## src/rtl/seq_rotate_right_pkg.sv

```systemverilog
`default_nettype none
// +----------------------------------------------------------------------+
// | seq_rotate_right_pkg : opcodes, FSM states and helpers shared by the  |
// | multi-cycle right rotate/shift unit.            Rev 1.0               |
// +----------------------------------------------------------------------+
package seq_rotate_right_pkg;

  localparam logic [1:0] OP_ROR = 2'b00;
  localparam logic [1:0] OP_SRL = 2'b01;
  localparam logic [1:0] OP_SRA = 2'b10;
  localparam logic [1:0] OP_ILL = 2'b11;

  typedef enum logic [1:0] {
    ST_IDLE = 2'b00,
    ST_BUSY = 2'b01,
    ST_DONE = 2'b10
  } state_t;

  // Bit shifted in from the top: sign for SRA, zero for everything else.
  function automatic logic fill_bit(input logic [1:0] op, input logic msb);
    return (op == OP_SRA) ? msb : 1'b0;
  endfunction

endpackage : seq_rotate_right_pkg
`default_nettype wire

```

## src/rtl/seq_rotate_right_rr_stage.sv

```systemverilog
`default_nettype none
// +----------------------------------------------------------------------+
// | rr_stage : one combinational right rotate/shift stage; the amount is  |
// | 2**(CNT_W-1-sel), so stage 0 moves by the largest power of two.       |
// | Rev 1.0                                                               |
// +----------------------------------------------------------------------+
module rr_stage
  import seq_rotate_right_pkg::*;
#(
  parameter int WIDTH = 16,
  parameter int CNT_W = 4,
  parameter int STG_W = 2
) (
  input  logic [WIDTH-1:0] d,
  input  logic [STG_W-1:0] sel,
  input  logic [1:0]       op,
  input  logic             fill,
  output logic [WIDTH-1:0] d_next
);

  localparam logic [CNT_W:0] c_width = (CNT_W+1)'(WIDTH);

  logic [STG_W-1:0] w_pow;
  logic [CNT_W:0]   w_amt;
  logic [CNT_W:0]   w_lsh;
  logic [WIDTH-1:0] w_ror;
  logic [WIDTH-1:0] w_shf;

  assign w_pow = STG_W'(CNT_W - 1) - sel;
  assign w_amt = (CNT_W+1)'(1) << w_pow;
  assign w_lsh = c_width - w_amt;

  assign w_ror = (d >> w_amt) | (d << w_lsh);
  assign w_shf = (d >> w_amt) | (~({WIDTH{1'b1}} >> w_amt) & {WIDTH{fill}});

  always_comb begin
    d_next = d;
    unique case (op)
      OP_ROR:         d_next = w_ror;
      OP_SRL, OP_SRA: d_next = w_shf;
      default:        d_next = d;
    endcase
  end

endmodule : rr_stage
`default_nettype wire

```

## src/rtl/seq_rotate_right.sv

```systemverilog
`default_nettype none
// +----------------------------------------------------------------------+
// | seq_rotate_right : multi-cycle ROR/SRL/SRA unit, one count bit per    |
// | cycle through a single shared stage, valid/ready on both sides.       |
// | Rev 1.0                                                               |
// +----------------------------------------------------------------------+
module seq_rotate_right
  import seq_rotate_right_pkg::*;
#(
  parameter int WIDTH = 16,
  parameter int CNT_W = 4
) (
  input  logic             clk,
  input  logic             rst,
  input  logic             flush,
  input  logic             in_valid,
  output logic             in_ready,
  input  logic [WIDTH-1:0] data_in,
  input  logic [CNT_W-1:0] cnt,
  input  logic [1:0]       op,
  output logic             out_valid,
  input  logic             out_ready,
  output logic [WIDTH-1:0] data_out,
  output logic             err
);

  localparam int STG_W = (CNT_W > 1) ? $clog2(CNT_W) : 1;
  localparam logic [STG_W-1:0] c_last_stage = STG_W'(CNT_W - 1);

  state_t           r_state;
  state_t           w_state_nxt;
  logic [STG_W-1:0] r_stage;
  logic [WIDTH-1:0] r_d;
  logic [CNT_W-1:0] r_cnt;
  logic [1:0]       r_op;
  logic             r_fill;
  logic [WIDTH-1:0] r_dout;
  logic             r_err;

  logic             w_last;
  logic [STG_W-1:0] w_bit_idx;
  logic             w_take;
  logic [WIDTH-1:0] w_stage_out;
  logic [WIDTH-1:0] w_d_next;

  assign w_last    = (r_stage == c_last_stage);
  assign w_bit_idx = c_last_stage - r_stage;
  assign w_take    = r_cnt[w_bit_idx];
  assign w_d_next  = w_take ? w_stage_out : r_d;

  rr_stage #(
    .WIDTH (WIDTH),
    .CNT_W (CNT_W),
    .STG_W (STG_W)
  ) u_stage (
    .d      (r_d),
    .sel    (r_stage),
    .op     (r_op),
    .fill   (r_fill),
    .d_next (w_stage_out)
  );

  always_ff @(posedge clk or posedge rst) begin
    if (rst) begin
      r_state <= ST_IDLE;
    end else begin
      r_state <= w_state_nxt;
    end
  end

  always_comb begin
    w_state_nxt = r_state;
    if (flush) begin
      w_state_nxt = ST_IDLE;
    end else begin
      unique case (r_state)
        ST_IDLE: if (in_valid)  w_state_nxt = ST_BUSY;
        ST_BUSY: if (w_last)    w_state_nxt = ST_DONE;
        ST_DONE: if (out_ready) w_state_nxt = ST_IDLE;
        default:                w_state_nxt = ST_IDLE;
      endcase
    end
  end

  // Result and err are captured on the final stage edge so they stay
  // stable through DONE and after the drain.
  always_ff @(posedge clk or posedge rst) begin
    if (rst) begin
      r_stage <= '0;
      r_d     <= '0;
      r_cnt   <= '0;
      r_op    <= '0;
      r_fill  <= 1'b0;
      r_dout  <= '0;
      r_err   <= 1'b0;
    end else if (flush) begin
      r_stage <= '0;
      r_err   <= 1'b0;
    end else begin
      unique case (r_state)
        ST_IDLE: begin
          if (in_valid) begin
            r_d     <= data_in;
            r_cnt   <= cnt;
            r_op    <= op;
            r_fill  <= fill_bit(op, data_in[WIDTH-1]);
            r_stage <= '0;
            r_err   <= 1'b0;
          end
        end
        ST_BUSY: begin
          r_d     <= w_d_next;
          r_stage <= r_stage + STG_W'(1);
          if (w_last) begin
            r_dout <= w_d_next;
            r_err  <= (r_op == OP_ILL);
          end
        end
        default: ;
      endcase
    end
  end

  assign in_ready  = (r_state == ST_IDLE);
  assign out_valid = (r_state == ST_DONE);
  assign data_out  = r_dout;
  assign err       = r_err;

endmodule : seq_rotate_right
`default_nettype wire

```

## config.mk

```make
export PLATFORM = sky130hd
export DESIGN_NAME = seq_rotate_right
export DESIGN_NICKNAME = d
export VERILOG_FILES = /design/src/rtl/seq_rotate_right_pkg.sv /design/src/rtl/seq_rotate_right_rr_stage.sv /design/src/rtl/seq_rotate_right.sv
export SDC_FILE = /design/constraint.sdc
export NUM_CORES = 1
export LEC_CHECK = 0
export CORE_MARGIN = 2
export CORE_UTILIZATION = 57
export DETAILED_ROUTE_END_ITERATION = 10
export DONT_BUFFER_PORTS = 1
export GPL_ROUTABILITY_DRIVEN = 0
export PLACE_DENSITY = 0.74
export SETUP_SLACK_MARGIN = 0.4
export SYNTH_ARGS = -nofsm -noshare
export SYNTH_HDL_FRONTEND = slang
export SYNTH_SLANG_ARGS = --single-unit
```

## constraint.sdc

```tcl
create_clock -name clk -period 3 [get_ports clk]
set_input_delay 0.6 -clock clk [delete_from_list [all_inputs] [get_ports clk]]
set_output_delay 0.6 -clock clk [all_outputs]
set_load 0.05 [all_outputs]
```

* After elaboration in Yosys (flattened, before gate mapping)
Cells that the tools add are included.
Cells by class: magnitude comparators 1, $mul 0, divide/modulo/power cells 0, reduce and logical (&&, ||, !) cells 11, $add $sub $neg 3, bitwise gates (word level) 5, shift operators 4, equality and inequality tests 11, multiplexer cells 19
Operator list (count):
- 16-bit case mux with 2 select lines | 2
- 16-bit 2-to-1 mux | 2
- 16-bit OR | 2
- 16-bit AND | 1
- 16-bit inverter | 1
- 16-bit by 5-bit left shift with 16-bit output | 1
- 16-bit by 5-bit right shift with 16-bit output | 1
- 16-bit by 5-bit right shift with 16-bit output, first input constant | 1
- 3-bit AND reduction | 5
- 2-bit 2-to-1 mux | 6
- 2-bit equality test, second input constant | 5
- 3-bit != test, second input constant | 2
- 2-bit case mux with 3 select lines | 1
- 1-bit 2-to-1 mux | 5
- 1-bit by 2-bit left shift with 5-bit output, first input constant | 1
- 5-bit subtractor, first input constant | 1
- 2-bit by 1-bit equality test with 1-bit output, second input constant | 2
- 2-bit zero test | 2
- 2-bit case mux with 2 select lines | 1
- 2-bit by 3-bit less-than comparator with 1-bit output, second input constant | 1
- 3-bit by 2-bit != test with 1-bit output, second input constant | 1
- 3-bit nonzero test | 1
- 2-bit by 1-bit adder with 2-bit output, second input constant | 1
- 1-bit binary-select mux with 2-bit select | 1
- 7 further kinds | 7
Storage, ports and cells: output and inout port bits 19, bits in latches 0, memories 0, flip-flop bits (word level) 44, memory bits (writable) 0, bits in read-only memories 0, word-level logic and storage cells 62

* Depth between registers and ports, before layout
Gate-level depths: netlist of run 1.
depth after elaboration 9, mapped depth 9

* Modules after synthesis
Synthesis of run 1 repeated with hierarchy kept, for this count alone.
Unflattened totals: cells, all modules 252, area, all modules 2986.6 um^2
By module, submodules not included:
- seq_rotate_right | sequential area each 1101.1 um^2, area an instance 2168.3 um^2, cells an instance 154, instances 1
- rr_stage | sequential area each 0.0 um^2, area an instance 818.3 um^2, cells an instance 98, instances 1

* Worst setup path after synthesis of run 1
Ideal clock, no wire load.
path kind register to register, start reg r_stage[0], end reg r_d[12], stages on the path, launching flop included 9, setup time 0.135 ns, arrival time 2.170 ns, path buffers 0, required time 2.865 ns, period minus slack after synthesis 2.304 ns, slack 0.696 ns, cells stage by stage dfrtp_1 inv_1 ha_1 inv_2 ha_1 mux4_2 nor2b_1 nor4_1 o31ai_1
Between the ends: longest elaborated chain between the ends 9
Ends and longest elaborated chain:
- start: declaration | RTL line seq_rotate_right.sv:32 | logic [STG_W-1:0] r_stage;
- start signal: assignment | RTL line seq_rotate_right.sv:113 | r_stage <= r_stage + STG_W'(1);
- 2-bit subtractor * | RTL line seq_rotate_right_rr_stage.sv:29, seq_rotate_right.sv:47
- branches (longest 6 deep; another with 5-bit subtractor)
- 16-bit 2-to-1 mux * | RTL line seq_rotate_right.sv:49 | assign w_d_next = w_take ? w_stage_out : r_d;
- 16-bit case mux with 2 select lines * | RTL line seq_rotate_right.sv:100 | unique case (r_state)
- end signal: assignment | RTL line seq_rotate_right.sv:103 | r_d <= data_in;
- end signal: assignment | RTL line seq_rotate_right.sv:112 | r_d <= w_d_next;
- end: declaration | RTL line seq_rotate_right.sv:33 | logic [WIDTH-1:0] r_d;
Mark *: on every way between the ends. The select of a mux whose other input is x is not followed. A chain may end at the register's enable or synchronous reset.

* Worst setup path in the final report of run 1
start reg r_stage[1], end reg r_d[3]
Same word-level chain as after synthesis.

==> results of run 1 <==
routing by layer:
layer / vias up / routed length [um]
met5: - / 0
met4: 0 / 277
met3: 33 / 926
met2: 185 / 4170
met1: 1417 / 3620
li1: 1295 / -
synth_stat cells, types with 3 or more instances:
library cell	count	area [um2]
a21oi_1	21	105
a22oi_1	8	60.1
a31oi_1	4	25.0
and2_1	6	37.5
and3_1	6	37.5
buf_2	5	25.0
clkbuf_1	14	52.6
dfrtp_1	44	1100
ha_1	10	125
inv_1	9	33.8
mux2_2	13	146
mux2i_1	16	160
mux4_1	3	78.8
mux4_2	10	225
nand2_1	26	97.6
nand2b_1	9	56.3
nand3_1	7	35.0
nor2_1	31	116
nor2b_1	8	50.1
o21ai_0	24	120
o21ai_1	3	15.0
o21bai_1	3	22.5
o22a_1	4	35.0
o22ai_1	9	56.3
o31ai_1	5	37.5
worst max-delay path, stage by stage, from the launching register on:
cell and delay, ns:
dfrtp_1 0.49, inv_1 0.21, ha_1 0.29, buf_4 0.22, mux2i_1 0.19, nor2_1 0.07, o311ai_0 0.33, nand4_1 0.28
a31o_2 0.31
how the worst max path moves through the flow:
stage / slack, ns / start / cells past startpoint / endpoint
finish: 0.51 / r_stage[1]$_DFFE_PP0P_ / 8 / r_d[3]$_DFFE_PP0P_
global route: 0.43 / r_stage[0]$_DFFE_PP0P_ / 8 / r_d[10]$_DFFE_PP0P_
CTS: 0.41 / r_stage[0]$_DFFE_PP0P_ / 8 / data_out[12]$_DFFE_PP0P_
detailed placement: 0.34 / r_stage[0]$_DFFE_PP0P_ / 7 / r_d[0]$_DFFE_PP0P_
global placement: 0.41 / r_stage[0]$_DFFE_PP0P_ / 7 / r_d[0]$_DFFE_PP0P_
floorplan: 0.70 / r_stage[0]$_DFFE_PP0P_ / 8 / r_d[12]$_DFFE_PP0P_
kinds of logic after synthesis:
family          synth area share [%]
compound gates                  21.6
xor+xnor                       0.270
fa+ha+maj                       3.86
buf+inv                         4.71
flops                           34.0
mux                             18.8
simple gates                    16.8
flip-flops by register name, summed over array words and instances, names as in the netlist:
signal,flops
r_cnt,4
r_d,16
err,1
r_fill,1
r_state,2
r_op,2
r_stage,2
data_out,16
power by group:
| part | total [mW] | leakage [nW] | switching [mW] | internal [mW] |
|---|---|---|---|---|
| Sequential | 0.896 | 0.558 | 0.213 | 0.683 |
| Combinational | 0.791 | 0.787 | 0.444 | 0.347 |
| Clock | 0.390 | 0.0404 | 0.225 | 0.165 |
| Total | 2.08 | 1.39 | 0.882 | 1.19 |
cell type report:
| type | instances | area [um2] |
|---|---|---|
| Fill cell | 453 | 2040 |
| Sequential cell | 44 | 1100 |
| Tap cell | 72 | 90.1 |
| Timing Repair Buffer | 15 | 113 |
| Inverter | 12 | 45.0 |
| Clock buffer | 5 | 68.8 |
| Multi-Input combinational cell | 267 | 2020 |
| Clock inverter | 3 | 23.8 |
what timing repair did:
action	4_1_cts	5_1_grt
endpoints found under the setup margin	5	21
gates cloned	0	0
resized for setup	1	5
==> reports/metrics.cfg, run 1 <==
[status]
status=finished, final reports clean

[power]
p_leak_nw=1.39
p_total_mw=2.08
ir_drop_mv=0.420
powerDensity_nw_per_um2=600

[cells_and_area]
utilization_pct=62.9
syn_to_final_growth_pct=6.75
layout.cells.non_filler=418
nNetsFinal=382
final_common_cell=dfrtp_1
insertedDiodeCount=0
layout_common_cells=43 x dfrtp_1, 31 x nor2_1, 26 x nand2_1, 24 x o21ai_0, 21 x a21oi_1
final_layout_size_suffix_gt1_share_pct=17.3
fin_area_um2=3460

[cts]
clock_path_buffers=2
cts-root-buf=clkbuf_8
cts_hold_buf=0
insertion_delay_ns=0.31
cts.sinks=44
cts_setup_buffers=0
cts_max_level=2
cts_tree=built
cts.clk_slew.worst_paths_ns=0.09
cts_buffers=5

[min_path]
hold_start=flush
min_path_cells=1
min_to=r_state[1]$_DFFE_PP0P_
hold_path_class=primary input to flip-flop

[detailed_routing]
wl_um=8990
via_count=2930
drc=0
wl_per_cell_um=21.5
dr.pass1.iters=7
final_antenna_net_count=0
drtIter0Drc=505
vias_per_cell=7.01

[timing]
min_period_over_period_pct=82.9
worst_slew_pin_slew_ns=0.936
holdWs_ns=0.340
relSlewSlack_pct=37.5
finClkSkew_ns=0.0117
slew_violations=0
tns_ns=0
hold_viol=0
layout_setup_ws_ns=0.514
min_period_ns=2.49
setup-violations-final=0
rsz0062_at_grt=no
fmax_mhz=402

[setup_path]
critPathKind=flip-flop to flip-flop
cp.arrival_ns=2.70
r2r_setup_slack_ns=0.51
crit_fanout=10
reg2regPathDepth=8
timing.rr.start=r_stage[1]$_DFFE_PP0P_
crit_path_end_kind=flip-flop
start_kind=flip-flop
critPathRequiredTime_ns=3.21
reg2reg_to=r_d[3]$_DFFE_PP0P_

[die]
die_h_um=79.4
initial_core_util_pct=58.9
die_area_um2=6310
die_w_um=79.4
coreArea_um2=5510
ios=46
rows=27

[synth]
synth_area_per_cell_um2=9.40
seq_area_frac_synth_pct=34.0
synth.distinct_cells=57
synth.net_count=382
ys_ff_latch=44
synth-main-ff-cell=dfrtp_1
synth-warning-count=0
synth-edff-count=0
syn-cell-area_um2=3240
async_flop_share_pct=100
netlist_instances=345

[placed_design]
placed_cell_area_um2=3340
dp_slack_ns=0.345
port_buffers=0
placed_cells=410
hpwl_um=6590

[grt]
antenna_found_initial=0
grt_overflow=0
grtUsageTotal_pct=30.4
use_met2_pct=45.7
grt_max_degree=45
grt_use_met1_pct=41.8
grt_pass1_vias=2806
grt_pass1_wl_um=14600
use_met3_pct=7.13
grt-busiest-layer=met2

[job]
drv_cap=0

Note: power is estimated with default switching activity, not from simulation.
==> run 2: changes to the inputs <==
==> constraint.sdc (replaced) <==
create_clock -name clk -period 2.49 [get_ports clk]
set_input_delay 0.498 -clock clk [delete_from_list [all_inputs] [get_ports clk]]
set_output_delay 0.498 -clock clk [all_outputs]
set_load 0.05 [all_outputs]
==> reports/metrics.cfg, run 2 (synthesis gave the netlist of run 1 again) <==
[timing]
fmax_mhz=432  ; +7.4%
min_period_over_period_pct=93.0  ; +10 points
slew_violations=0  ; unchanged
rsz0062_at_grt=yes
relSlewSlack_pct=63.1  ; +26 points
finClkSkew_ns=0.00673  ; -0.00497 ns
tns_ns=0  ; unchanged
setup-violations-final=0  ; unchanged
hold_viol=0  ; unchanged
min_period_ns=2.32  ; -0.171 ns
worst_slew_pin_slew_ns=0.554  ; -0.382 ns
holdWs_ns=0.0918  ; -0.249 ns

[detailed_routing]
vias_per_cell=7.32  ; +4.4%
drc=0  ; unchanged
wl_per_cell_um=25.2  ; +17%
via_count=3286  ; +12%
final_antenna_net_count=0  ; unchanged
dr_wl_met2_um=5090  ; +22%
dr.pass1.iters=7  ; unchanged
wl_met1_um=4150  ; +15%
drtIter0Drc=461  ; -8.7%
wl_um=11300  ; +26%
dr_wl_met3_um=1400  ; +51%
routed.top_layer=met4

[setup_path]
crit_family=multiplexers
start_kind=flip-flop
cp.arrival_ns=2.48  ; -0.22 ns
slowest_stage=mux4_2
reg2regPathDepth=8  ; unchanged
crit_path_end_kind=flip-flop
critPathKind=flip-flop to flip-flop
cp.depth=8  ; unchanged
crit_fanout=8  ; -2
critPathRequiredTime_ns=2.66  ; -0.55 ns
path_buf_inv=3  ; +1
slowest_delay_ns=0.52  ; +0.03 ns
path_cells=buf_6 -> buf_6 -> ha_4 -> buf_8 -> mux4_2 -> mux4_2 -> mux2i_2 -> a21oi_1

[placed_design]
port_buffers=0  ; unchanged
placed_cells=422  ; +2.9%
hpwl_um=6910  ; +4.8%

[die]
die_h_um=79.4  ; unchanged
coreArea_um2=5510  ; unchanged
die_area_um2=6310  ; unchanged
rows=27  ; unchanged
initial_core_util_pct=58.9  ; unchanged
ios=46  ; unchanged
die_w_um=79.4  ; unchanged

[cts]
cts_tree=built
cts_buffers=5  ; unchanged
cts.clk_slew.worst_paths_ns=0.09  ; about the same
clock_path_buffers=2  ; unchanged
cts.sinks=44  ; unchanged
insertion_delay_ns=0.30  ; about the same
cts_max_level=2  ; unchanged
cts-root-buf=clkbuf_8

[grt]
grt_max_degree=26  ; -42%
grt_pass1_vias=3004  ; +7.1%
grt_pass1_wl_um=16000  ; +10%
grt_overflow=0  ; unchanged
antenna_found_initial=0  ; unchanged
grtUsageTotal_pct=33.2  ; +2.9 points

[min_path]
hold_path_class=primary input to async pin

[status]
status=finished, final reports clean

[cells_and_area]
syn_to_final_growth_pct=24.9
insertedDiodeCount=0  ; unchanged
final_common_cell=dfrtp_1
final_layout_size_suffix_gt1_share_pct=36.6  ; +19 points
layout_common_cells=42 x dfrtp_1, 35 x buf_4, 30 x nor2_1, 23 x nand2_1, 19 x a21oi_1
utilization_pct=73.6  ; +11 points
layout.cells.non_filler=449  ; +7.4%
n_fill_cell=366  ; -19%
nNetsFinal=413  ; +8.1%

[job]
drv_cap=0  ; unchanged

[power]
powerDensity_nw_per_um2=718  ; +20%
p_leak_nw=1.62  ; +17%
ir_drop_mv=0.416  ; -1.0%
p_total_mw=2.91  ; +40%

==> run 2: changes by cell type in the layout (fill, tap and decap cells not counted), moves of 4 or more <==
| cell | delta |
|---|---|
| buf_4 | +20 |
| buf_6 | +7 |
| ha_1 | -4 |
| ha_4 | +5 |
| mux2_2 | -5 |
| mux2_4 | +5 |
| mux2i_1 | -5 |
| mux2i_2 | +4 |
| o21ai_0 | -11 |
| o21ai_1 | +7 |
| o21ai_2 | +4 |
==> run 2: area by class of cell <==
class                   count  area (um2)  share of cell area (%)
well taps                  72        90.1                    2.22
flip-flops and latches     44        1100                    27.2
multi-input cells         267        2310                    56.9
inverters                  12        51.3                    1.27
clock inverters             1        7.51                   0.185
repair buffers             46         407                    10.0
clock buffers               7        86.3                    2.13
==> run 2: stage by stage <==
stage | setup WS (ns) | cell area [um2]
final | 0.175 | 4050
after global routing | 0.167 | 4050
after CTS | 0.274 | 3850
after floorplan | 0.366 | 3280
after global placement | 0.170 | 3490
after detailed placement | 0.123 | 3490
==> run 2: layer usage <==
layer / vias up / track usage, %
met5: - / 0
met4: 0 / 12.8
met3: 86 / 6.45
met2: 283 / 52.0
met1: 1558 / 45.8
li1: 1359 / -
==> run 2: what timing repair did <==
| action | in CTS | in global routing |
|---|---|---|
| buffers inserted | 13 | 6 |
| hold buffers | 0 | 0 |
| gates cloned | 0 | 0 |
| setup endpoints to repair | 30 | 32 |
| resized for setup | 48 | 42 |
| pin swaps | 15 | 23 |
==> run 2: where the power goes <==
group	internal [mW]	switching, mW
Clock	0.226	0.247
Sequential	0.822	0.282
Combinational	0.611	0.722
Total	1.66	1.25
==> run 2: final timing paths <==
check | start | end | slack, ns
setup / recovery | r_stage[1]$_DFFE_PP0P_ | data_out[4]$_DFFE_PP0P_ | 0.17
max in group asynchronous | rst | data_out[12]$_DFFE_PP0P_ | 1.91
hold reg to reg | r_cnt[0]$_DFFE_PP0P_ | r_cnt[0]$_DFFE_PP0P_ | 0.52
setup reg to reg | r_stage[1]$_DFFE_PP0P_ | data_out[4]$_DFFE_PP0P_ | 0.17
min in group clk | flush | r_stage[0]$_DFFE_PP0P_ | 0.24
hold / removal | rst | r_state[1]$_DFFE_PP0P_ | 0.09
